$ cat src/rtl/core_fetch_unit.sv
// Instruction fetch stage: owns the PC, issues single-outstanding word fetches over req/gnt/rvalid,
// and queues {instr, pc} toward decode; execute-stage redirects flush the queue and restart fetch.
module core_fetch_unit #(
  parameter int unsigned          DATA_WIDTH = 32,
  parameter logic [DATA_WIDTH-1:0] RESET_PC  = '0,
  parameter int unsigned          BUF_DEPTH  = 2
) (
  input  logic                  clk_i,
  input  logic                  rstn_i,
  input  logic                  redirect_i,
  input  logic [DATA_WIDTH-1:0] redirect_pc_i,
  output logic                  imem_req_o,
  output logic [DATA_WIDTH-1:0] imem_addr_o,
  input  logic                  imem_gnt_i,
  input  logic                  imem_rvalid_i,
  input  logic [DATA_WIDTH-1:0] imem_rdata_i,
  output logic                  instr_valid_o,
  output logic [DATA_WIDTH-1:0] instr_o,
  output logic [DATA_WIDTH-1:0] instr_pc_o,
  input  logic                  instr_ready_i,
  output logic                  flush_o,
  output logic                  misalign_o
);

  localparam int unsigned PtrW = (BUF_DEPTH > 1) ? $clog2(BUF_DEPTH) : 1;
  localparam int unsigned CntW = $clog2(BUF_DEPTH + 1);
  localparam logic [CntW-1:0] Depth = CntW'(BUF_DEPTH);

  typedef enum logic [1:0] {StIdle, StReq, StWait} state_e;

  state_e                state_q, state_d;
  logic [DATA_WIDTH-1:0] pc_q, pc_d;
  logic [DATA_WIDTH-1:0] req_pc_q, req_pc_d;
  logic                  discard_q, discard_d;
  logic                  flush_q, flush_d;
  logic                  misalign_q, misalign_d;
  logic [PtrW-1:0]       wptr_q, wptr_d, rptr_q, rptr_d;
  logic [CntW-1:0]       count_q, count_d, count_nxt;
  logic [DATA_WIDTH-1:0] instr_mem_q [BUF_DEPTH];
  logic [DATA_WIDTH-1:0] pc_mem_q [BUF_DEPTH];
  logic                  push, pop;

  always_comb begin
    state_d    = state_q;
    pc_d       = pc_q;
    req_pc_d   = req_pc_q;
    discard_d  = discard_q;
    flush_d    = 1'b0;
    misalign_d = 1'b0;
    wptr_d     = wptr_q;
    rptr_d     = rptr_q;

    push      = (state_q == StWait) && imem_rvalid_i && !discard_q;
    pop       = instr_valid_o && instr_ready_i;
    count_nxt = count_q + CntW'(push) - CntW'(pop);
    count_d   = count_nxt;

    unique case (state_q)
      StIdle: begin
        if (count_q < Depth) state_d = StReq;
      end
      StReq: begin
        if (imem_gnt_i) begin
          pc_d     = pc_q + DATA_WIDTH'(4);
          req_pc_d = pc_q;
          state_d  = StWait;
        end
      end
      StWait: begin
        if (imem_rvalid_i) begin
          discard_d = 1'b0;
          // The response retires the outstanding transaction, so credits are just free slots.
          state_d   = (count_nxt < Depth) ? StReq : StIdle;
        end
      end
      default: state_d = StIdle;
    endcase

    if (push) wptr_d = wptr_q + PtrW'(1);
    if (pop)  rptr_d = rptr_q + PtrW'(1);

    if (redirect_i) begin
      pc_d       = {redirect_pc_i[DATA_WIDTH-1:2], 2'b00};
      push       = 1'b0;
      wptr_d     = '0;
      rptr_d     = '0;
      count_d    = '0;
      flush_d    = 1'b1;
      misalign_d = |redirect_pc_i[1:0];
      discard_d  = 1'b0;
      unique case (state_q)
        StReq: begin
          // A grant this cycle leaves a transaction in flight whose data belongs to the old path.
          if (imem_gnt_i) begin
            state_d   = StWait;
            discard_d = 1'b1;
          end else begin
            state_d = StReq;
          end
        end
        StWait: begin
          if (imem_rvalid_i) begin
            state_d = StReq;
          end else begin
            state_d   = StWait;
            discard_d = 1'b1;
          end
        end
        default: state_d = StReq;
      endcase
    end
  end

  always_ff @(posedge clk_i) begin
    if (!rstn_i) begin
      state_q    <= StIdle;
      pc_q       <= RESET_PC;
      req_pc_q   <= RESET_PC;
      discard_q  <= 1'b0;
      flush_q    <= 1'b0;
      misalign_q <= 1'b0;
      wptr_q     <= '0;
      rptr_q     <= '0;
      count_q    <= '0;
    end else begin
      state_q    <= state_d;
      pc_q       <= pc_d;
      req_pc_q   <= req_pc_d;
      discard_q  <= discard_d;
      flush_q    <= flush_d;
      misalign_q <= misalign_d;
      wptr_q     <= wptr_d;
      rptr_q     <= rptr_d;
      count_q    <= count_d;
    end
  end

  always_ff @(posedge clk_i) begin
    if (rstn_i && push) begin
      instr_mem_q[wptr_q] <= imem_rdata_i;
      pc_mem_q[wptr_q]    <= req_pc_q;
    end
  end

  always_comb begin
    imem_req_o    = (state_q == StReq);
    imem_addr_o   = pc_q;
    instr_valid_o = (count_q != '0);
    // Head is gated so decode never sees stale storage while the queue is empty.
    instr_o       = instr_valid_o ? instr_mem_q[rptr_q] : '0;
    instr_pc_o    = instr_valid_o ? pc_mem_q[rptr_q] : '0;
    flush_o       = flush_q;
    misalign_o    = misalign_q;
  end

endmodule

$ cat config.mk
export PLATFORM = sky130hd
export DESIGN_NAME = core_fetch_unit
export DESIGN_NICKNAME = d
export VERILOG_FILES = /design/src/rtl/core_fetch_unit.sv
export SDC_FILE = /design/constraint.sdc
export NUM_CORES = 1
export LEC_CHECK = 0
export ABC_CLOCK_PERIOD_IN_PS = 9300
export BUFFER_PORTS_ARGS = -buffer_cell sky130_fd_sc_hd__buf_2
export CAP_MARGIN = 20
export CORE_MARGIN = 1.5
export CORE_UTILIZATION = 40
export CTS_BUF_LIST = sky130_fd_sc_hd__clkbuf_16
export DETAILED_ROUTE_END_ITERATION = 7
export GPL_ROUTABILITY_DRIVEN = 0
export GPL_TIMING_DRIVEN = 0
export PLACE_DENSITY = 0.71
export SYNTH_ARGS = -nofsm -noshare
export SYNTH_HDL_FRONTEND = slang
export SYNTH_SLANG_ARGS = --single-unit
$ cat constraint.sdc
create_clock -name clk_i -period 9.3 [get_ports clk_i]
set_input_delay 2.79 -clock clk_i [delete_from_list [all_inputs] [get_ports clk_i]]
set_output_delay 2.79 -clock clk_i [all_outputs]
set_load 0.01 [all_outputs]
==> results.cfg <==
[placement]
placed_area_sq_um = 9560
dp_slack_ns = 4.38
port_buffers = 164
placed_cells = 1156
dp_hpwl_um = 14400

[layout]
utilization = 0.500
fin_cells = 1188
final_common_cell = buf_2
mostFrequentLayoutCells = 178 x buf_2, 124 x edfxtp_1, 84 x nand2_1
area_growth_syn_to_layout_pct = 22.3
stdcell_area_sq_um = 10100
layout-drive-gt1-share = 0.249
n_antenna_cell = 0
nets = 981

[timing]
relSlewSlack = 0.449
slew_violations = 0
hold_violations = 0
hold_slack_ns = 0.456
fin_crit_ns = 4.91
layout_setup_ws_ns = 4.39
tns_ns = 0
finalCritPeriodShare = 0.528
tightestPinTransition_ns = 0.820
clock-skew-final_ns = 0.00819
max_freq_ghz = 0.204
setup_viol = 0
grt_setup_unrepaired = no

[min_path]
hold_start = req_pc_q[24]
holdPathStages = 0
hold-path-endpoint = pc_mem_q[0][24]
hold_class = reg2reg

[power_and_ir_drop]
power_mw = 1.85
p_int_mw = 1.38
p_switching_mw = 0.475
peakVddDrop_mv = 0.129
seqPwrFrac = 0.525
p_comb_frac = 0.107
cellPowerDensity_nw_per_um2 = 183
p_leak_nw = 3.79
power.share.clock = 0.369
swShare = 0.256

[synthesis]
ys_async_sr_fraction = 0
synthSimpleGateAreaFrac = 0.159
ys_types = 52
synthCells = 712
seq_area_frac_synth = 0.620
syn_area_sq_um = 8270
syn_area_per_cell_sq_um = 11.6
synth_fa_ha_area_frac = 0.00908
yosysTopAreaCellShare = 0.450
synth_edf_count = 124
yosys_most_used_dff = edfxtp_1
synth-compound-area-share = 0.0865
synth_top_family_by_area = simple AND/OR/NAND/NOR gates
yosysTopAreaCell = edfxtp_1
synth_xor_area_frac = 0.0148
synth_warnings = 0
synthMuxAreaShare = 0.0762
synth_area_leaders = edfxtp_1 45%, dfxtp_1 17%, mux2i_1 7.6%
ys_ff_latch = 194

[job]
max-cap-violations = 0

[critical_path]
cp.arrival_ns = 2.12
r2r-start = state_q[0]
ff2ff_setup_slack_ns = 6.77
cp.required_ns = 6.51
crit_fanout = 10
end_kind = primary output
timing.rr.end = instr_mem_q[0][21]
crit_type = reg2out
cp-start-kind = register
ff2ff_path_depth = 7

[clock_tree]
cts_resized = 0
cts_sinks = 194
cts_buffers = 17
ctsHoldBuffers = 0
cts_tree = done
postCtsSetupRepairBufs = 0
cts_max_path_buffers = 2
htree_levels = 4
clock_latency_ns = 0.42
cts-root-buf = clkbuf_16
path_clk_slew_ns = 0.07

[floorplanning]
rows = 52
core_sq_um = 20200
dieArea_sq_um = 21500
ioPinCount = 170
start_util = 0.409
die_h_um = 147
fp.dieW_um = 147

[detailed_routing]
final_antenna_net_count = 0
drt_pre_antenna_iters = 5
via_per_inst = 5.15
drt-wirelength-per-cell_um = 16.8
drc = 0
drt_wl_total_um = 20000
via_count = 6118
initialDrtViolationCount = 396

[global_routing]
grt_antenna_before_repair = 0
grt_max_degree = 53
grt_first_pass_wirelength_um = 30900
grtUsageTotal = 0.188
grt_pass1_vias = 5719
overflow = 0

[run_status]
status = completed
## state kept, by name, summed over array words and instances (netlist names), named ones only
signal,cells
state_q,2
wptr_q,1
req_pc_q,30
rptr_q,1
discard_q,1
count_q,2
instr_mem_q,64
flush_o,1
imem_addr_o,30
pc_mem_q,60
misalign_o,1
## how the worst max path moves through the flow
stage               startpoint                 end  slack, ns  cells past startpoint
detailed placement  redirect_i  instr_mem_q[0][24]       4.38                      7
CTS                   register       instr_pc_o[3]       4.28                      5
global route          register       instr_pc_o[3]       4.23                      5
global placement    redirect_i  instr_mem_q[0][24]      -0.14                      4
finish              count_q[1]      instr_pc_o[11]       4.39                      5
floorplan           redirect_i   instr_mem_q[0][0]       2.34                      3
## logic make-up (layout without fill, tap and decap cells)
| family | after synthesis | count (layout) |
|---|---|---|
| other | 1 | 4 |
| and+or+nand+nor | 269 | 269 |
| AOI/OAI and AO/OA | 102 | 102 |
| xor gates and xnor gates | 14 | 14 |
| adders and majority gates | 6 | 6 |
| DFF | 194 | 194 |
| muxes | 63 | 63 |
| buffers and inverters | 63 | 266 |
## power groups by stage
stage | logic [mW] | registers, mW | clock network (mW)
floorplan | 0.114 | 0.987 | 0
global placement | 0.190 | 0.990 | 0
detailed placement | 0.196 | 0.991 | 0
CTS | 0.197 | 0.972 | 0.701
global route | 0.219 | 0.976 | 0.733
finish | 0.198 | 0.972 | 0.684
## layout make-up
cell class	count	area, sq um
well taps	270	338
inverters	8	30.0
fillers	1855	10100
flip-flops and latches	194	5120
repair buffers	171	923
multi-input cells	458	2890
clock buffers	18	450
plain buffers	55	254
clock inverters	14	104
## Yosys cell counts (6+ instances only)
cell / count
and2_1: 6
and4_1: 11
nand2_1: 84
ha_1: 6
dfxtp_1: 70
nand4_1: 14
buf_2: 14
a21boi_0: 31
nor2_1: 77
buf_4: 6
a21oi_1: 6
o21ai_0: 29
edfxtp_1: 124
clkbuf_1: 34
o211ai_1: 8
nand2b_1: 11
nor3_1: 9
xnor2_1: 9
inv_1: 8
mux2i_1: 63
nand3_1: 23
## worst max-delay path, stage by stage (launching register included)
cell	delay, ns
dfxtp_1	0.38
nor2_1	0.41
buf_6	0.22
clkbuf_1	0.39
nor2_1	0.13
buf_2	0.17
## per-layer routing
metal / up-vias / global-route usage / wire length [um]
met5: - / 0 / 0
met4: 0 / 0.0556 / 269
met3: 13 / 0.0509 / 1390
met2: 234 / 0.308 / 9750
met1: 2913 / 0.242 / 8590
li1: 2958 / - / -
Note: power is estimated with default switching activity, not from simulation.
